File: src/rtl/spi_pkg.sv
// Shared definitions for the SPI command/response datapath: widths, edge codes,
// serializer state encoding and a constant-foldable clog2.
package spi_pkg;

    localparam int OPCODEW   = 4;
    localparam int ADDRW     = 7;
    localparam int DATAW_DEF = OPCODEW + 2 * ADDRW;

    // Edge codes over the {previous, current} synchronized history.
    localparam logic [1:0] EDGE_RISE = 2'b01;
    localparam logic [1:0] EDGE_FALL = 2'b10;

    typedef enum logic [1:0] {
        IDLE  = 2'd0,
        SHIFT = 2'd1,
        TAIL  = 2'd2
    } spi_state_t;

    function automatic int clog2(input int value);
        int r;
        r = 0;
        while ((1 << r) < value) begin
            r = r + 1;
        end
        return r;
    endfunction

endpackage

File: src/rtl/spi_edge_sync.sv
// Two-flop synchronizer for an asynchronous SPI pin plus rise/fall detection
// on the synchronized history; RST_VAL sets the pin's idle level.
module spi_edge_sync
    import spi_pkg::*;
#(
    parameter logic RST_VAL = 1'b0
) (
    input  logic clk,
    input  logic rst_n,
    input  logic i_async,
    output logic o_rise,
    output logic o_fall
);

    logic       r_meta;
    logic       r_sync;
    logic       r_prev;
    logic [1:0] w_hist;

    always_ff @(posedge clk or negedge rst_n) begin
        if (!rst_n) begin
            r_meta <= RST_VAL;
            r_sync <= RST_VAL;
            r_prev <= RST_VAL;
        end else begin
            r_meta <= i_async;
            r_sync <= r_meta;
            r_prev <= r_sync;
        end
    end

    assign w_hist = {r_prev, r_sync};
    assign o_rise = (w_hist == EDGE_RISE);
    assign o_fall = (w_hist == EDGE_FALL);

endmodule

File: src/rtl/spi_resp_serializer.sv
// SPI mode-0 response transmitter: buffers one word from the core and shifts it
// out MSB-first on MISO. Define SPI_TX_PARITY_EN to append an even-parity bit.
module spi_resp_serializer
    import spi_pkg::*;
#(
    parameter int               DATAW     = DATAW_DEF,
    parameter logic [DATAW-1:0] IDLE_WORD = '0
) (
    input  logic             clk,
    input  logic             rst_n,
    input  logic             spi_clk,
    input  logic             cs_n,
    output logic             miso,
    input  logic [DATAW-1:0] data_in,
    input  logic             valid_in,
    output logic             ready_out,
    output logic             done,
    output logic             abort
);

`ifdef SPI_TX_PARITY_EN
    localparam int FRAMEW = DATAW + 1;
`else
    localparam int FRAMEW = DATAW;
`endif
    localparam int              CNTW     = clog2(FRAMEW + 1);
    localparam logic [CNTW-1:0] CNT_LAST = CNTW'(FRAMEW);

    logic w_spi_rise, w_spi_fall, w_cs_rise, w_cs_fall;

    spi_edge_sync #(.RST_VAL(1'b0)) u_sync_sclk (
        .clk    (clk),
        .rst_n  (rst_n),
        .i_async(spi_clk),
        .o_rise (w_spi_rise),
        .o_fall (w_spi_fall)
    );

    spi_edge_sync #(.RST_VAL(1'b1)) u_sync_cs (
        .clk    (clk),
        .rst_n  (rst_n),
        .i_async(cs_n),
        .o_rise (w_cs_rise),
        .o_fall (w_cs_fall)
    );

    spi_state_t        r_state, w_state_next;
    logic [CNTW-1:0]   r_cnt, w_cnt_next;
    logic [FRAMEW-1:0] r_shift, w_shift_next;
    logic [DATAW-1:0]  r_word, w_word_next;
    logic [DATAW-1:0]  r_hold, w_hold_next;
    logic              r_hold_valid, w_hold_valid_next;
    logic              r_is_real, w_is_real_next;
    logic              r_ready, r_done, w_done_next, r_abort, w_abort_next;
    logic              w_accept, w_consume, w_restore;
    logic [DATAW-1:0]  w_load_word;
    logic [FRAMEW-1:0] w_load_frame;

    assign w_accept    = valid_in && r_ready;
    assign w_load_word = r_hold_valid ? r_hold : IDLE_WORD;
`ifdef SPI_TX_PARITY_EN
    assign w_load_frame = {w_load_word, ^w_load_word};
`else
    assign w_load_frame = w_load_word;
`endif

    always_comb begin
        w_state_next      = r_state;
        w_cnt_next        = r_cnt;
        w_shift_next      = r_shift;
        w_word_next       = r_word;
        w_is_real_next    = r_is_real;
        w_hold_next       = r_hold;
        w_hold_valid_next = r_hold_valid;
        w_done_next       = 1'b0;
        w_abort_next      = 1'b0;
        w_consume         = 1'b0;
        w_restore         = 1'b0;
        case (r_state)
            IDLE: begin
                if (w_cs_fall) begin
                    w_state_next   = SHIFT;
                    w_cnt_next     = '0;
                    w_shift_next   = w_load_frame;
                    w_word_next    = w_load_word;
                    w_is_real_next = r_hold_valid;
                    w_consume      = r_hold_valid;
                end
            end
            SHIFT: begin
                if (w_cs_rise) begin
                    w_state_next = IDLE;
                    w_shift_next = '0;
                    w_abort_next = 1'b1;
                    w_restore    = r_is_real;
                end else if (w_spi_rise) begin
                    w_cnt_next = r_cnt + CNTW'(1);
                    if (r_cnt + CNTW'(1) == CNT_LAST) begin
                        w_state_next = TAIL;
                        w_done_next  = r_is_real;
                    end
                end else if (w_spi_fall && (r_cnt < CNT_LAST)) begin
                    w_shift_next = {r_shift[FRAMEW-2:0], 1'b0};
                end
            end
            TAIL: begin
                // MISO parks on the last bit until the master releases CS.
                if (w_cs_rise) begin
                    w_state_next = IDLE;
                    w_shift_next = '0;
                end
            end
            default: w_state_next = IDLE;
        endcase

        // A fresh word from the core beats restoring an aborted one.
        if (w_accept) begin
            w_hold_next       = data_in;
            w_hold_valid_next = 1'b1;
        end else if (w_restore && !r_hold_valid) begin
            w_hold_next       = r_word;
            w_hold_valid_next = 1'b1;
        end else if (w_consume) begin
            w_hold_valid_next = 1'b0;
        end
    end

    always_ff @(posedge clk or negedge rst_n) begin
        if (!rst_n) begin
            r_state      <= IDLE;
            r_cnt        <= '0;
            r_shift      <= '0;
            r_word       <= '0;
            r_is_real    <= 1'b0;
            r_hold       <= '0;
            r_hold_valid <= 1'b0;
            r_ready      <= 1'b1;
            r_done       <= 1'b0;
            r_abort      <= 1'b0;
        end else begin
            r_state      <= w_state_next;
            r_cnt        <= w_cnt_next;
            r_shift      <= w_shift_next;
            r_word       <= w_word_next;
            r_is_real    <= w_is_real_next;
            r_hold       <= w_hold_next;
            r_hold_valid <= w_hold_valid_next;
            r_ready      <= ~w_hold_valid_next;
            r_done       <= w_done_next;
            r_abort      <= w_abort_next;
        end
    end

    assign miso      = r_shift[FRAMEW-1];
    assign ready_out = r_ready;
    assign done      = r_done;
    assign abort     = r_abort;

endmodule

File: config.mk
export PLATFORM = sky130hd
export DESIGN_NAME = spi_resp_serializer
export DESIGN_NICKNAME = d
export VERILOG_FILES = /design/src/rtl/spi_pkg.sv /design/src/rtl/spi_edge_sync.sv /design/src/rtl/spi_resp_serializer.sv
export SDC_FILE = /design/constraint.sdc
export NUM_CORES = 1
export LEC_CHECK = 0
export CAP_MARGIN = 20
export CORE_ASPECT_RATIO = 1.2
export CORE_MARGIN = 3
export CORE_UTILIZATION = 60
export CTS_CLUSTER_SIZE = 28
export DETAILED_ROUTE_END_ITERATION = 10
export GPL_ROUTABILITY_DRIVEN = 0
export HOLD_SLACK_MARGIN = 0.03
export MAX_ROUTING_LAYER = met4
export PLACE_DENSITY = 0.9
export SYNTH_ARGS = -nofsm -noshare
export SYNTH_HDL_FRONTEND = slang
export SYNTH_SLANG_ARGS = --single-unit
File: constraint.sdc
create_clock -name clk -period 2.75 [get_ports clk]
set_input_delay 0.275 -clock clk [delete_from_list [all_inputs] [get_ports clk]]
set_output_delay 0.275 -clock clk [all_outputs]
set_load 0.005 [all_outputs]
==> flow_summary.ini <==
[floorplanning]
pin_count = 27
core_um2 = 5110
fp.dieArea_um2 = 6440
rows = 28
fp.dieH_um = 87.3
chipWidth_um = 73.7
start_util_pct = 64.6

[critical_path]
path_max_fanout = 19
crit_family = flip-flops
r2r_end = r_hold[1]
cp_data_required_time_ns = 2.94
startpoint_type = register
r2r-start = r_state[1]
slowest_stage = dfrtp_1
rrSetupSlack_ns = 0.62
cpPeakStageDelay_ns = 0.42
worstSetupPathType = register to register
cp-end-kind = register
crit_chain = inv_1, ha_1, and3_1, and3b_1, buf_4, mux2i_1, o21ai_0
critPathArrivalTime_ns = 2.32
path_buf_inv = 2
r2r_cells = 7

[synth]
yosys_warnings = 0
ys_ff_latch = 72
synth_area_um2 = 3300
synth_cells = 325
ys_dominant_reg_cell = dfrtp_1
ys_seq_area_share_pct = 54.7
ys_async_sr_fraction_pct = 100
synth_cell_types = 41
syn_nets = 354
syn-mean-instance-area_um2 = 10.2
synth_edf_count = 0

[global_route]
grt_pass1_vias = 2481
overflow = 0
grt_pass1_wl_um = 11500
grt_usage_pct = 24.0
antenna_found_initial = 0
grt_start_max_net_pins = 39

[clock_tree]
cts_root_buf = clkbuf_8
cts.clk_slew.worst_paths_ns = 0.08
clkLatencyLatePin_ns = 0.34
hold_buffers = 0
cts_buffers = 9
clockBufferDepth = 2
htreeDepth = 3
cts-resized-gates = 0
cts_setup_buffers = 0
cts_tree = yes
cts.sinks = 72

[sta]
maxSlewViolCount = 0
worst_slew_pin_slew_ns = 0.801
rsz0062_at_grt = false
fin_crit_sh_pct = 77.5
fin_setup_tns_ns = 0
max_freq_mhz = 469
holdWs_ns = 0.0160
setup_viol = 0
relSlewSlack_pct = 46.6
finClkSkew_ns = 0.0121
hold_violations = 0
period_needed_ns = 2.13
layout_setup_ws_ns = 0.618

[route]
drcViolationCount = 0
via_per_inst = 5.87
wl_per_cell_um = 16.0
totalWireLength_um = 6590
drtAntennaViolNets = 0
dr.pass1.iters = 4
vias = 2426
drt-initial-drc-count = 135

[final_layout]
final_common_cell = nand2_1
diodes = 0
final_nets = 377
layout-drive-gt1-share_pct = 11.3
fill_cells = 322
final_cell_mix = nand2_1, dfrtp_1, o21ai_0
area_delta_synth_final_pct = 14.0
fin_area_um2 = 3770

[power]
p_leak_nw = 1.60
powerDensity_nw_per_um2 = 1050
ir_drop_mv = 0.689
finalPower_mw = 3.94

[place]
place_hpwl_um = 4340
dpl-instance-area_um2 = 3580
place_worst_setup_slack_ns = 0.640
io_buffers = 26

[run_status]
status = complete, no violations

[job]
maxCapViolCount = 0

[min_path]
hold_path.class = input pin to async pin
worst register-to-register path: cells and delay by family, from the launching register on:
kind | cells | cell delay (ns)
and+or+nand+nor | 2 | 0.40
muxes | 1 | 0.26
buffers and inverters | 2 | 0.41
AOI/OAI and AO/OA | 1 | 0.09
DFF | 1 | 0.42
adders and majority gates | 1 | 0.41
logic make-up (layout without fill, tap and decap cells):
| kind of cell | count (synthesis) | after routing | share of synthesized area, % |
|---|---|---|---|
| and+or+nand+nor | 108 | 108 | 14.7 |
| muxes | 23 | 23 | 7.08 |
| DFF | 72 | 72 | 54.7 |
| adders and majority gates | 7 | 7 | 2.58 |
| AOI/OAI and AO/OA | 85 | 85 | 16.1 |
| buffers and inverters | 30 | 58 | 4.85 |
cell type report:
cell class | instances | area [µm²] | share of cell area (%)
Clock buffer | 12 | 145 | 3.85
Clock inverter | 4 | 45.0 | 1.20
Tap cell | 60 | 75.1 | 1.99
Multi-Input combinational cell | 223 | 1340 | 35.5
Sequential cell | 72 | 1810 | 48.0
Inverter | 8 | 30.0 | 0.797
Timing Repair Buffer | 34 | 328 | 8.70
report_power, final:
part	leakage, nW	internal (mW)	switching (mW)
logic	0.589	0.540	0.701
registers	0.910	1.51	0.378
clock network	0.100	0.440	0.370
total	1.60	2.49	1.45
sequential cells by signal (all words and copies together) (netlist names), 2 cells and up:
signal   cells
r_hold      18
r_shift     18
r_word      18
r_cnt        5
r_state      2
through the flow:
step           util (%)  cells
2_1_floorplan         -    325
3_3_place_gp       69.9    397
3_5_place_dp       69.9    397
4_1_cts            73.6    413
5_1_grt            73.6    413
6_report           73.6    413
per-layer routing:
layer / track usage (%) / share of wire (%) / vias to the layer above
met5: - / 0 / -
met4: 8.90 / 2.2 / 0
met1: 29.6 / 42 / 1189
met3: 5.20 / 4.1 / 15
li1: - / - / 1163
met2: 38.7 / 52 / 59
how the worst max path moves through the flow:
stage / start / to / slack (ns) / cells past startpoint
after CTS: r_state[1] / r_hold[1] / 0.61 / 7
after global placement: r_state[1] / r_hold[14] / 0.76 / 7
after detailed placement: r_state[1] / r_hold[1] / 0.64 / 7
after floorplan: r_state[0] / r_cnt[0] / 0.98 / 5
after global routing: r_state[1] / r_hold[1] / 0.44 / 7
final: r_state[1] / r_hold[1] / 0.62 / 7
synth_stat cells, types with 4 or more instances:
master | number | area share, %
nand2_1 | 80 | 9.1
dfrtp_1 | 68 | 52
o21ai_0 | 42 | 6.4
mux2i_1 | 20 | 6.1
a22oi_1 | 16 | 3.6
clkbuf_1 | 12 | 1.4
o21ai_1 | 9 | 1.4
inv_1 | 8 | 0.91
buf_6 | 6 | 2.0
ha_1 | 6 | 2.3
o21ai_2 | 5 | 1.3
a21oi_1 | 4 | 0.61
dfstp_2 | 4 | 3.2
No activity file was read; power rests on OpenSTA's default activity.
